`src/rtl/unpadding_stream.sv`:
```
// -----------------------------------------------------------------------------
// unpadding_stream
//
// Strips a P-pixel border from every side of a padded image stream. Pixels
// arrive in raster order (column fastest, then row, then channel) on a
// valid/ready input. Interior pixels pass through a single-entry output
// register. Border pixels are accepted and dropped.
//
// Parameters:
//   DATA_WIDTH  pixel width in bits
//   D           channel count
//   H, W        unpadded image height / width
//   P           border width on each side (0..8)
//
// Ports:
//   clk         clock, rising edge
//   rst         asynchronous active-high reset
//   in_valid    in_data holds a padded-frame pixel
//   in_ready    block accepts in_data this cycle
//   in_data     padded pixel
//   out_valid   out_data holds an interior pixel
//   out_ready   downstream accepts out_data
//   out_data    interior pixel
//   out_last    final interior pixel of the final channel of a frame
//   border_err  sticky: a non-zero border pixel was accepted
//               (only when UNPADDING_BORDER_CHECK_EN is defined)
//
// Optional feature macro: UNPADDING_BORDER_CHECK_EN
// -----------------------------------------------------------------------------
module unpadding_stream #(
    parameter int unsigned DATA_WIDTH = 16,
    parameter int unsigned D          = 1,
    parameter int unsigned H          = 10,
    parameter int unsigned W          = 10,
    parameter int unsigned P          = 2
) (
    input  logic                  clk,
    input  logic                  rst,
    input  logic                  in_valid,
    output logic                  in_ready,
    input  logic [DATA_WIDTH-1:0] in_data,
    output logic                  out_valid,
    input  logic                  out_ready,
    output logic [DATA_WIDTH-1:0] out_data,
    output logic                  out_last
`ifdef UNPADDING_BORDER_CHECK_EN
    ,
    output logic                  border_err
`endif
);

    localparam int unsigned WP  = W + 2 * P;
    localparam int unsigned HP  = H + 2 * P;
    localparam int unsigned CW  = (WP > 1) ? $clog2(WP) : 1;
    localparam int unsigned RW  = (HP > 1) ? $clog2(HP) : 1;
    localparam int unsigned CHW = (D > 1) ? $clog2(D) : 1;

    localparam logic [CW-1:0]  COL_END   = CW'(WP - 1);
    localparam logic [CW-1:0]  COL_FIRST = CW'(P);
    localparam logic [CW-1:0]  COL_LAST  = CW'(P + W - 1);
    localparam logic [RW-1:0]  ROW_END   = RW'(HP - 1);
    localparam logic [RW-1:0]  ROW_FIRST = RW'(P);
    localparam logic [RW-1:0]  ROW_LAST  = RW'(P + H - 1);
    localparam logic [CHW-1:0] CH_END    = CHW'(D - 1);

    if (P > 8) begin : g_bad_p
        $error("unpadding_stream: P must be in 0..8");
    end

    logic [CW-1:0]         col_q, col_d;
    logic [RW-1:0]         row_q, row_d;
    logic [CHW-1:0]        ch_q, ch_d;
    logic                  out_valid_q, out_valid_d;
    logic [DATA_WIDTH-1:0] out_data_q, out_data_d;
    logic                  out_last_q, out_last_d;

    logic accept;
    logic interior;
    logic frame_last;

    assign in_ready = !out_valid_q || out_ready;
    assign accept   = in_valid && in_ready;

    // Upper bounds use the last interior index so they fit the counter width
    // even when P = 0.
    assign interior = (row_q >= ROW_FIRST) && (row_q <= ROW_LAST) &&
                      (col_q >= COL_FIRST) && (col_q <= COL_LAST);

    assign frame_last = (ch_q == CH_END) && (row_q == ROW_LAST) && (col_q == COL_LAST);

    // Position counters: col fastest, row on col wrap, ch on row wrap.
    always_comb begin
        col_d = col_q;
        row_d = row_q;
        ch_d  = ch_q;
        if (accept) begin
            if (col_q == COL_END) begin
                col_d = '0;
                if (row_q == ROW_END) begin
                    row_d = '0;
                    if (ch_q == CH_END) begin
                        ch_d = '0;
                    end else begin
                        ch_d = ch_q + 1'b1;
                    end
                end else begin
                    row_d = row_q + 1'b1;
                end
            end else begin
                col_d = col_q + 1'b1;
            end
        end
    end

    // Output register: a load takes priority over a drain so a pixel handed
    // off and a new one loaded on the same edge keeps out_valid high.
    always_comb begin
        out_valid_d = out_valid_q;
        out_data_d  = out_data_q;
        out_last_d  = out_last_q;
        if (accept && interior) begin
            out_valid_d = 1'b1;
            out_data_d  = in_data;
            out_last_d  = frame_last;
        end else if (out_ready) begin
            out_valid_d = 1'b0;
        end
    end

    always_ff @(posedge clk or posedge rst) begin
        if (rst) begin
            col_q       <= '0;
            row_q       <= '0;
            ch_q        <= '0;
            out_valid_q <= 1'b0;
            out_data_q  <= '0;
            out_last_q  <= 1'b0;
        end else begin
            col_q       <= col_d;
            row_q       <= row_d;
            ch_q        <= ch_d;
            out_valid_q <= out_valid_d;
            out_data_q  <= out_data_d;
            out_last_q  <= out_last_d;
        end
    end

    assign out_valid = out_valid_q;
    assign out_data  = out_data_q;
    assign out_last  = out_last_q;

`ifdef UNPADDING_BORDER_CHECK_EN
    logic border_err_q, border_err_d;

    assign border_err_d = border_err_q || (accept && !interior && (|in_data));

    always_ff @(posedge clk or posedge rst) begin
        if (rst) begin
            border_err_q <= 1'b0;
        end else begin
            border_err_q <= border_err_d;
        end
    end

    assign border_err = border_err_q;
`endif

endmodule
```
`config.mk`:
```
export PLATFORM = sky130hd
export DESIGN_NAME = unpadding_stream
export DESIGN_NICKNAME = d
export VERILOG_FILES = /design/src/rtl/unpadding_stream.sv
export SDC_FILE = /design/constraint.sdc
export NUM_CORES = 1
export LEC_CHECK = 0
export BUFFER_PORTS_ARGS = -buffer_cell sky130_fd_sc_hd__buf_2
export CAP_MARGIN = 20
export CORE_ASPECT_RATIO = 0.7
export CORE_MARGIN = 3
export CORE_UTILIZATION = 43
export DETAILED_ROUTE_END_ITERATION = 12
export PLACE_DENSITY = 0.75
export SLEW_MARGIN = 20
export SYNTH_ARGS = -nofsm -noshare
export SYNTH_HDL_FRONTEND = slang
export SYNTH_SLANG_ARGS = --single-unit
```
`constraint.sdc`:
```
create_clock -name clk -period 1.48 [get_ports clk]
set_input_delay 0.074 -clock clk [delete_from_list [all_inputs] [get_ports clk]]
set_output_delay 0.074 -clock clk [all_outputs]
set_load 0.01 [all_outputs]
```
==> results.cfg <==
[grt]
number_of_global_route_vias_before_repair = 969
number_of_antenna_violations_at_the_first_check_in_global_routing = 0
track_usage_pct = 17.61
grt_pass1_wl_um = 4319
overflow = 0
grt_start_max_net_pins = 27

[die]
floorplan.initialDensity_pct = 48.30
floorplan.core_area_sq_mm = 0.002277
die_w_um = 66.45
die-height_um = 48.31
row_count = 14
top_level_ports = 39
area_enclosed_by_the_die_boundary_sq_mm = 0.003210

[clocking]
numCtsBuffers = 3
cts_buffer_depth = 2
cts_clock_pin_slew_for_the_worst_setup_and_hold_paths_ns = 0.14
cts_tree = done
clock_tree.htree_level_count = 1
cts.sinks = 26
clock_tree.root_cell = sky130_fd_sc_hd__clkbuf_4
clock_insertion_delay_worst_skew_ns = 0.32

[layout]
fill_cells = 153
areaGrowthSynthToFinish_pct = 49.49
finalNetCount = 173
register_area_sq_um = 650.6
antenna_cells = 0
post_route_cells_drive_above_1_share_pct = 52.63
multi_input_comb_area_sq_um = 442.9
final-instance-count-excl-fill = 184

[logic_synthesis]
synthDominantAreaCellType = sky130_fd_sc_hd__dfrtp_1
synth_nets = 102
synth_seq_area_share_pct = 59.16
yosysMostFrequentCell = sky130_fd_sc_hd__dfrtp_1
synth_warnings = 0
yosys-top-cells-count = 26 x sky130_fd_sc_hd__dfrtp_1, 17 x sky130_fd_sc_hd__mux2_2, 5 x sky130_fd_sc_hd__o21ai_0, 4 x sky130_fd_sc_hd__nand2_1
synth.top_cells.by_area = sky130_fd_sc_hd__dfrtp_1 59%, sky130_fd_sc_hd__mux2_2 17%, sky130_fd_sc_hd__o21ai_0 2.3%
synth_flop_cell = sky130_fd_sc_hd__dfrtp_1
synth.ff_latch_count = 26
yosysUniqueCellTypes = 23
synth-edff-count = 0
synth.cell_area_sq_mm = 0.001100
netlist.area_leader.share_pct = 59.16
postSynthCellCount = 82
syn_avg_cell_area_sq_um = 13.41
postSynth.asyncResetShare_pct = 100.0

[timing]
worstMarginPinSlew_ns = 0.3230
final_hold_violating_endpoints = 0
fmax_mhz = 652.9
fin_worst_hold_slack_ns = 0.02149
timing.final.setup_violations = 17
fin_worst_skew_ns = 0.01195
timing.final.crit_period_ns = 1.532
report.final.slew_viol_count = 0
finalCritPeriodShare_pct = 103.5
rsz0062_at_grt = yes
fin_ws_ns = -0.05163
max-slew-margin-rel_pct = 78.47
setup_total_negative_slack_ns = -0.6171

[min_path]
hp-class = in2reg

[routing]
first_pass_iters = 4
detailroute.via_count = 879
routed_wire_length_um = 2539
post_drt_wl_per_cell_um = 13.80
drc = 0
detail_route.vias_per_cell = 4.777
final_antenna_net_count = 0
drt_first_iter_violations = 16

[place]
hpwl_um = 1679
globalplace.congestion = 0.7576
port-buffer-count = 38
place_worst_setup_slack_ns = -0.02552
post-place-cells = 161

[run]
max-cap-violations = 0

[power_and_ir_drop]
areal_power_density_over_the_cells_mw_per_mm2 = 1578
worst_ir_drop_vdd_uv = 929.8
p_leak_nw = 0.8284

[critical_path]
path_max_fanout = 17
cp_data_arrival_time_ns = 1.74
end_kind = flop
cp_data_required_time_ns = 1.69
cp-start-kind = flop
timing.setup.critical_path_class = reg2reg

[status]
violations = setup timing
outcome = complete, but fails checks
## kinds of logic (layout without fill, tap and decap cells)
logic type / count (synthesis) / in the layout / synth area share, %
AO/OA/AOI/OAI: 10 / 10 / 5.801
XOR/XNOR: 2 / 2 / 1.593
buffers and inverters: 4 / 74 / 2.389
flip-flops: 26 / 26 / 59.16
multiplexers: 17 / 17 / 17.41
AND/OR/NAND/NOR: 23 / 23 / 13.65
## cell usage in the layout, fill, tap and decap left out, drive strengths merged
| cell type | n |
|---|---|
| a21o | 3 |
| nor2 | 2 |
| xnor2 | 1 |
| and4b | 1 |
| or3 | 1 |
| o21ai | 5 |
| mux2 | 17 |
| or2b | 1 |
| nand3 | 2 |
| nand2 | 4 |
| o31ai | 2 |
| dlygate4sd3 | 17 |
| nand2b | 2 |
| dfrtp | 26 |
| nor3 | 4 |
| inv | 3 |
| nand4 | 3 |
| clkbuf | 4 |
| nor3b | 3 |
| buf | 50 |
| xor2 | 1 |
## worst paths after layout
check                                      from                        to  slack [ns]  cells after the start
setup / recovery           row_q[2]$_DFFE_PP0P_   out_data[3]$_DFFE_PP0P_       -0.05                      5
min in group asynchronous                   rst      row_q[2]$_DFFE_PP0P_        0.33                      4
hold reg to reg            row_q[0]$_DFFE_PP0P_      row_q[0]$_DFFE_PP0P_        0.51                      1
setup reg to reg           row_q[2]$_DFFE_PP0P_   out_data[3]$_DFFE_PP0P_       -0.05                      5
hold / removal                         in_valid     out_valid$_DFFE_PP0P_        0.02                      3
max in group asynchronous                   rst  out_data[14]$_DFFE_PP0P_        0.90                      4
## power breakdown
part	internal [W]	switching, W	leakage [nW]
combinational	0.000599	0.000478	0.475
clock	0.000150	0.000201	0.0210
sequential	0.000994	0.000173	0.332
## critical path, cell delays in order (launching register included)
cell                      delay [ns]
sky130_fd_sc_hd__dfrtp_1        0.45
sky130_fd_sc_hd__nand2_2        0.11
sky130_fd_sc_hd__nand3_2        0.10
sky130_fd_sc_hd__nor3_4         0.23
sky130_fd_sc_hd__buf_12         0.18
sky130_fd_sc_hd__mux2_2         0.35
## metal layers
| layer | GRT usage [%] | part of all wire [%] | up-vias |
|---|---|---|---|
| li1 | - | - | 436 |
| met1 | 20.33 | 40 | 405 |
| met2 | 31.96 | 52 | 36 |
| met3 | 5.556 | 7.0 | 2 |
| met4 | 3.041 | 0.39 | 0 |
| met5 | 0 | 0 | - |
## through the flow
| stage | util [%] | area (sq um) | total power [W] |
|---|---|---|---|
| 6_report | 72.20 | 1644 | 0.002595 |
| 5_1_grt | 72.20 | 1644 | 0.002783 |
| 4_1_cts | 70.66 | 1609 | 0.002557 |
| 3_5_place_dp | 61.92 | 1410 | 0.002177 |
| 3_3_place_gp | 61.92 | 1410 | 0.002132 |
| 2_1_floorplan | - | 1107 | 0.001718 |
## area by class of cell
cell class              instances  area share (%)
multi-input cells              52           26.94
well taps                      32           2.435
clock buffers                   4           2.207
flip-flops and latches         26           39.57
inverters                       3          0.6849
repair buffers                 67           28.16
## registers in the layout (all words and copies together), names as in the netlist
register   count
out_data      16
col_q          4
row_q          4
out_last       1
out_valid      1
## timing repair
action,4_1_cts,5_1_grt
pin swaps,0,0
setup endpoints to repair,17,19
hold buffers,16,1
gates resized for setup,1,5
buffers inserted,0,2
endpoints found under the hold margin,41,1
Power figures use the tool's default switching activity.
